### src/rtl/apb_master.sv
// apb_master: single-command APB requester.
// Takes one read or write at a time on a valid/ready command port and runs it
// through the APB IDLE -> SETUP -> ACCESS sequence. A RDWAIT state covers the
// registered read data from the downstream slave. Each accepted command gets a
// one-cycle response strobe.
// Optional build macro APB_TIMEOUT_EN: aborts an ACCESS phase after
// TIMEOUT_CYCLES cycles with pready low and reports it on rsp_err.
module apb_master #(
   parameter int ADDRWIDTH      = 5,
   parameter int DATAWIDTH      = 8,
   parameter int RD_LATENCY     = 1,
   parameter int TIMEOUT_CYCLES = 16
) (
   input  logic                 pclk,
   input  logic                 preset,
   input  logic                 cmd_valid,
   output logic                 cmd_ready,
   input  logic                 cmd_write,
   input  logic [ADDRWIDTH-1:0] cmd_addr,
   input  logic [DATAWIDTH-1:0] cmd_wdata,
   output logic                 rsp_valid,
   output logic [DATAWIDTH-1:0] rsp_rdata,
   output logic                 rsp_err,
   output logic                 psel,
   output logic                 penable,
   output logic                 pwrite,
   output logic [ADDRWIDTH-1:0] paddress,
   output logic [DATAWIDTH-1:0] pwdata,
   input  logic [DATAWIDTH-1:0] prdata,
   input  logic                 pready
);

   typedef enum logic [1:0] {IDLE, SETUP, ACCESS, RDWAIT} state_t;

   // Value of the read-latency counter on the edge that samples prdata.
   localparam logic [1:0] LatLast = 2'((RD_LATENCY > 0) ? RD_LATENCY - 1 : 0);

   state_t                 state_q, state_d;
   logic                   pwrite_q, pwrite_d;
   logic [ADDRWIDTH-1:0]   paddr_q, paddr_d;
   logic [DATAWIDTH-1:0]   pwdata_q, pwdata_d;
   logic                   rsp_valid_q, rsp_valid_d;
   logic [DATAWIDTH-1:0]   rsp_rdata_q, rsp_rdata_d;
   logic [1:0]             lat_cnt_q, lat_cnt_d;

`ifdef APB_TIMEOUT_EN
   localparam int ToW = $clog2(TIMEOUT_CYCLES + 1);
   localparam logic [ToW-1:0] ToLast = ToW'(TIMEOUT_CYCLES - 1);

   logic [ToW-1:0]         to_cnt_q, to_cnt_d;
   logic                   rsp_err_q, rsp_err_d;
`endif

   // State register plus the held APB request and response registers.
   always_ff @(posedge pclk or posedge preset) begin
      if (preset) begin
         state_q     <= IDLE;
         pwrite_q    <= 1'b0;
         paddr_q     <= '0;
         pwdata_q    <= '0;
         rsp_valid_q <= 1'b0;
         rsp_rdata_q <= '0;
         lat_cnt_q   <= '0;
`ifdef APB_TIMEOUT_EN
         to_cnt_q    <= '0;
         rsp_err_q   <= 1'b0;
`endif
      end else begin
         state_q     <= state_d;
         pwrite_q    <= pwrite_d;
         paddr_q     <= paddr_d;
         pwdata_q    <= pwdata_d;
         rsp_valid_q <= rsp_valid_d;
         rsp_rdata_q <= rsp_rdata_d;
         lat_cnt_q   <= lat_cnt_d;
`ifdef APB_TIMEOUT_EN
         to_cnt_q    <= to_cnt_d;
         rsp_err_q   <= rsp_err_d;
`endif
      end
   end

   // Next-state logic: latch the command, step the APB phases and build the response.
   always_comb begin
      state_d     = state_q;
      pwrite_d    = pwrite_q;
      paddr_d     = paddr_q;
      pwdata_d    = pwdata_q;
      rsp_valid_d = 1'b0;
      rsp_rdata_d = rsp_rdata_q;
      lat_cnt_d   = lat_cnt_q;
`ifdef APB_TIMEOUT_EN
      to_cnt_d    = to_cnt_q;
      rsp_err_d   = rsp_err_q;
`endif
      case (state_q)
         IDLE: begin
            if (cmd_valid && cmd_ready) begin
               pwrite_d = cmd_write;
               paddr_d  = cmd_addr;
               pwdata_d = cmd_wdata;
               state_d  = SETUP;
`ifdef APB_TIMEOUT_EN
               to_cnt_d = '0;
`endif
            end
         end
         SETUP: begin
            state_d = ACCESS;
         end
         ACCESS: begin
            if (pready) begin
`ifdef APB_TIMEOUT_EN
               rsp_err_d = 1'b0;
`endif
               if (pwrite_q) begin
                  rsp_valid_d = 1'b1;
                  rsp_rdata_d = '0;
                  state_d     = IDLE;
               end else if (RD_LATENCY == 0) begin
                  rsp_valid_d = 1'b1;
                  rsp_rdata_d = prdata;
                  state_d     = IDLE;
               end else begin
                  lat_cnt_d = '0;
                  state_d   = RDWAIT;
               end
            end
`ifdef APB_TIMEOUT_EN
            else if (to_cnt_q == ToLast) begin
               rsp_valid_d = 1'b1;
               rsp_rdata_d = '0;
               rsp_err_d   = 1'b1;
               state_d     = IDLE;
            end else begin
               to_cnt_d = to_cnt_q + 1'b1;
            end
`endif
         end
         RDWAIT: begin
            if (lat_cnt_q == LatLast) begin
               rsp_valid_d = 1'b1;
               rsp_rdata_d = prdata;
               state_d     = IDLE;
`ifdef APB_TIMEOUT_EN
               rsp_err_d   = 1'b0;
`endif
            end else begin
               lat_cnt_d = lat_cnt_q + 2'd1;
            end
         end
         default: begin
            state_d = IDLE;
         end
      endcase
   end

   // cmd_ready is held low while reset is asserted so a command can never slip in.
   assign cmd_ready = (state_q == IDLE) && !preset;
   assign psel      = (state_q == SETUP) || (state_q == ACCESS);
   assign penable   = (state_q == ACCESS);
   assign pwrite    = pwrite_q;
   assign paddress  = paddr_q;
   assign pwdata    = pwdata_q;
   assign rsp_valid = rsp_valid_q;
   assign rsp_rdata = rsp_rdata_q;
`ifdef APB_TIMEOUT_EN
   assign rsp_err   = rsp_err_q;
`else
   assign rsp_err   = 1'b0;
`endif

endmodule
### config.mk
export PLATFORM = sky130hd
export DESIGN_NAME = apb_master
export DESIGN_NICKNAME = d
export VERILOG_FILES = /design/src/rtl/apb_master.sv
export SDC_FILE = /design/constraint.sdc
export NUM_CORES = 1
export LEC_CHECK = 0
export ABC_AREA = 1
export CORE_MARGIN = 2
export CORE_UTILIZATION = 40
export DETAILED_ROUTE_END_ITERATION = 10
export GPL_TIMING_DRIVEN = 0
export PLACE_DENSITY = 0.77
export SLEW_MARGIN = 20
export SYNTH_ARGS = -nofsm -noshare
export SYNTH_HDL_FRONTEND = slang
export SYNTH_SLANG_ARGS = --single-unit
### constraint.sdc
create_clock -name pclk -period 3.1 [get_ports pclk]
set_input_delay 0.62 -clock pclk [delete_from_list [all_inputs] [get_ports pclk]]
set_output_delay 0.62 -clock pclk [all_outputs]
set_load 0.005 [all_outputs]
[After elaboration in Yosys (flattened, before gate mapping)]
Index checks and enable logic that the tools add are counted.
Word-level totals
  bits in writable memories: 0
  flip-flop bits (word level): 27
  output and inout port bits: 27
  bits of input ports: 26
  word-level logic and storage cells: 45
  latch bits: 0
  ROM bits: 0
  memories kept: 0
Cells by class
  div/mod/pow operators: 0
  mux-type cells: 17
  bitwise gates (word level): 0
  equality and inequality tests: 9
  add/subtract/negate cells: 1
  $lt $le $gt $ge: 0
  $mul: 0
  shift-type cells: 0
  reductions and logical operators: 11
Operators by type and width (count)
  $mux W8: 3
  $pmux W8 S2: 1
  $mux W2: 7
  $ne A2 B2 Y1 const B: 4
  $pmux W2 S4: 1
  $reduce_and A4 Y1: 2
  $eq A2 B2 Y1 const B: 2
  $logic_not A2 Y1: 2
  $ne A2 B1 Y1 const B: 2
  $pmux W2 S2: 1
  $mux W1: 3
  $reduce_and A3 Y1: 1
  $add A2 B1 Y2 const B: 1
  $eq A2 B1 Y1 const B: 1
  $logic_and A1 B1 Y1: 2
  $pmux W1 S2: 1
  $reduce_and A2 Y1: 1
  $reduce_bool A2 Y1: 1
  $logic_not A1 Y1: 1
  $logic_or A1 B1 Y1: 1

[Logic depth before layout (Yosys ltp)]
  depth in word-level cells: 5
  mapped depth: 9
  gate-level depth less buffers: 9

[Worst setup path after synthesis]
No wires, ideal clock.
  path kind: flip-flop to output port
  start: register state_q[1]
  end: output port cmd_ready
  buffers on the path: 1
  arrival time: 0.994 ns
  slack: 1.486 ns
  required time: 2.480 ns
  stages on the path, launching flop included: 6
  cell sequence: dfrtp_1 -> inv_1 -> ha_1 -> inv_2 -> nor2_4 -> buf_2
Between the ends
  longest elaborated chain between the ends: 2
Ends and longest elaborated chain
  from (decl): line 38  | state_t state_q, state_d;
  from (signal assigned): line 69  | state_q <= state_d;
  $logic_not A2 Y1: line 159  | assign cmd_ready = (state_q == IDLE) && !preset;
  $logic_and A1 B1 Y1: line 159
  to (decl): line 17  | output logic cmd_ready,
No other way between the ends.

[Worst setup path after layout]
  start: input port preset
  end: output port cmd_ready
Between the ends
  longest elaborated chain between the ends: 2
Ends and longest elaborated chain
  from (decl): line 15  | input logic preset,
  $logic_not A1 Y1: line 159
  $logic_and A1 B1 Y1: line 159
No other way between the ends.

==> results.yml <==
hold_path:
  hp-start: "pwdata[1]"
  hold_path_end: "pwdata[1]"
  holdCritPathClass: "flop to flop"
  hold_depth: 2
floorplanning:
  fp.dieH_um: 61.5
  io_pins: 53
  core_mm2: 0.00310
  dieWidth_um: 61.5
  fp-row-count: 20
  start_util_pct: 42.6
  die-area_mm2: 0.00378
flow_run:
  drv_cap: 0
yosys:
  syn_inst: 164
  synth_cell_types: 19
  ys_ff_latch: 27
  synthMuxAreaShare_pct: 0
  synth_top_family_by_area: "simple AND/OR/NAND/NOR gates"
  synth_compound_area_share_pct: 2.94
  synth_top_area_cell: "dfrtp_1"
  synth-simple-area-share_pct: 32.5
  syn_nets: 194
  netlist_top_cells_area: "dfrtp_1, nand2_1, nand3_1"
  synth.avg_cell_area_um2: 8.06
  ys_warn_count: 0
  synthXorXnorAreaFrac_pct: 0
  synth-adder-area-share_pct: 3.79
  ys_seq_area_share_pct: 51.1
  synth_top_area_share_pct: 51.1
  syn-cell-area_mm2: 0.00132
final_layout:
  fillers: 298
  nets: 250
  final_cell_mix: "nand2_1, clkdlybuf4s50_1, dfrtp_1"
  drive_above_1_share_pct: 8.22
  diodes: 0
  layout.cells.non_filler: 263
  utilization_pct: 61.7
  syn2layout_area_growth_pct: 44.8
  final_common_cell: "nand2_1"
detailed_routing:
  drc: 0
  dr_total_vias: 1192
  routed_wl_um: 2710
  first_pass_iters: 4
  vias_per_cell: 4.53
  drt.antenna.violating_nets: 0
  post_drt_wl_per_cell_um: 10.3
  drtIter0Drc: 64
sta:
  layout_worst_path_cycle_share_pct: 87.4
  setup_viol: 0
  finalMaxSlewViolations: 0
  skew_ns: 0.00134
  relSlewSlack_pct: 38.1
  fmax_ghz: 0.369
  setup_tns_ns: 0
  finalHoldViolations: 0
  worst_slew_pin_slew_ns: 0.923
  min_period_ns: 2.71
  rsz0062_at_grt: "false"
global_route:
  grt_max_degree: 28
  track_usage_pct: 15.5
  grt_pass1_vias: 1059
  grt_pass1_wl_um: 4410
  gr-total-overflow: 0
  antenna_found_initial: 0
clock_tree:
  clk_pin_slew_ns: 0.13
  hold_buffers: 0
  clock_path_buffers: 2
  h-tree-depth: 1
  numCtsBuffers: 3
  postCtsSetupBuffers: 0
  cts_tree: "built"
  ctsResizeCount: 0
  cts_root_buffer: "clkbuf_4"
  cts.sinks: 27
  insertion_delay_ns: 0.30
placed_design:
  dp.cells: 259
  gp_congestion: 0.785
  place_hpwl_um: 2130
  place.port_buffers: 51
power_and_ir_drop:
  power_frac_comb_pct: 50.6
  seqPwrFrac_pct: 39.8
  leakagePower_uw: 0.00104
  internal_power_uw: 963
  power_density_mw_per_mm2: 770
  pwr-share-clk_pct: 9.6
  ir_drop_uv: 389
  p_switching_uw: 511
  sw_frac_of_total_pct: 34.7
  p_total_uw: 1470
worst_setup_path:
  critical_path_class: "primary input to output port"
  worstReg2RegStart: "state_q[0]"
  crit_required_ns: 2.48
  ff2ff_setup_slack_ns: 1.48
  critPathMaxFanout: 10
  r2r_cells: 6
  crit_arrival_ns: 2.09
  endpoint_kind: "output port"
  r2r-end: "rsp_rdata[1]"
  crit_path_start_kind: "primary input"
run_status:
  status: "complete, no violations"
worst max-delay path, cell delays in order:
cell and delay [ns]:
clkdlybuf4s50_1 0.48, nor2_4 0.21, buf_2 0.24, clkdlybuf4s50_1 0.53
synthesized netlist by cell type:
cell,number
nor2_1,1
nand2_1,64
conb_1,1
a21oi_1,1
nand3_1,24
ha_1,4
buf_2,3
o21ai_0,4
inv_1,20
inv_2,2
nand2_4,2
dfrtp_1,27
nand4_1,2
buf_4,2
nand2_2,3
o21ai_2,1
buf_6,1
nor2_4,1
o21ai_1,1
power by group through the flow:
stage	Clock, µW	Combinational, µW	Sequential, µW
after global placement	0	743	589
after global routing	163	850	602
after CTS	149	760	587
after floorplan	0	331	598
final	141	746	586
after detailed placement	0	759	593
cell families (layout without fill, tap and decap cells):
logic type                 count (synthesis)  in the layout
buffers and inverters                     28             83
adders and majority gates                  4              4
and+or+nand+nor                           97             97
DFF                                       27             27
other                                      1              1
AOI/OAI and AO/OA                          7              7
cell type report:
type	instances	area (µm²)	area share, %
clock buffer	4	26.3	1.37
sequential	27	676	35.3
inverter	22	82.6	4.32
timing repair buffer	51	510	26.7
buffer	6	41.3	2.16
tap	44	55.1	2.88
multi-input combinational	109	522	27.3
state kept, by name, summed over array words and instances (netlist names):
signal / flops
pwdata: 8
rsp_rdata: 8
paddress: 5
lat_cnt_q: 2
state_q: 2
pwrite: 1
rsp_valid: 1
per-stage QoR:
step                      setup slack [ns]  hold WS (ns)  cell area, µm²
after floorplan                       1.49         0.463            1320
after detailed placement             0.393         0.457            1890
after global routing                 0.313         0.514            1910
final                                0.390         0.483            1910
after global placement               0.386         0.454            1890
after CTS                            0.393         0.490            1910
layer usage:
metal	track usage [%]	vias up	share of wire, %
li1	-	614	-
met5	0	-	0
met2	27.4	27	49
met4	5.47	0	1.2
met1	19.5	549	46
met3	2.10	2	4.3
worst max-delay path by stage:
stage | start | end | slack [ns] | cells after the start
after floorplan | state_q[1] | cmd_ready | 1.49 | 5
after global placement | preset | cmd_ready | 0.39 | 4
after detailed placement | preset | cmd_ready | 0.39 | 4
after CTS | preset | cmd_ready | 0.39 | 4
after global routing | preset | cmd_ready | 0.31 | 4
final | preset | cmd_ready | 0.39 | 4
Power figures use the tool's default switching activity.
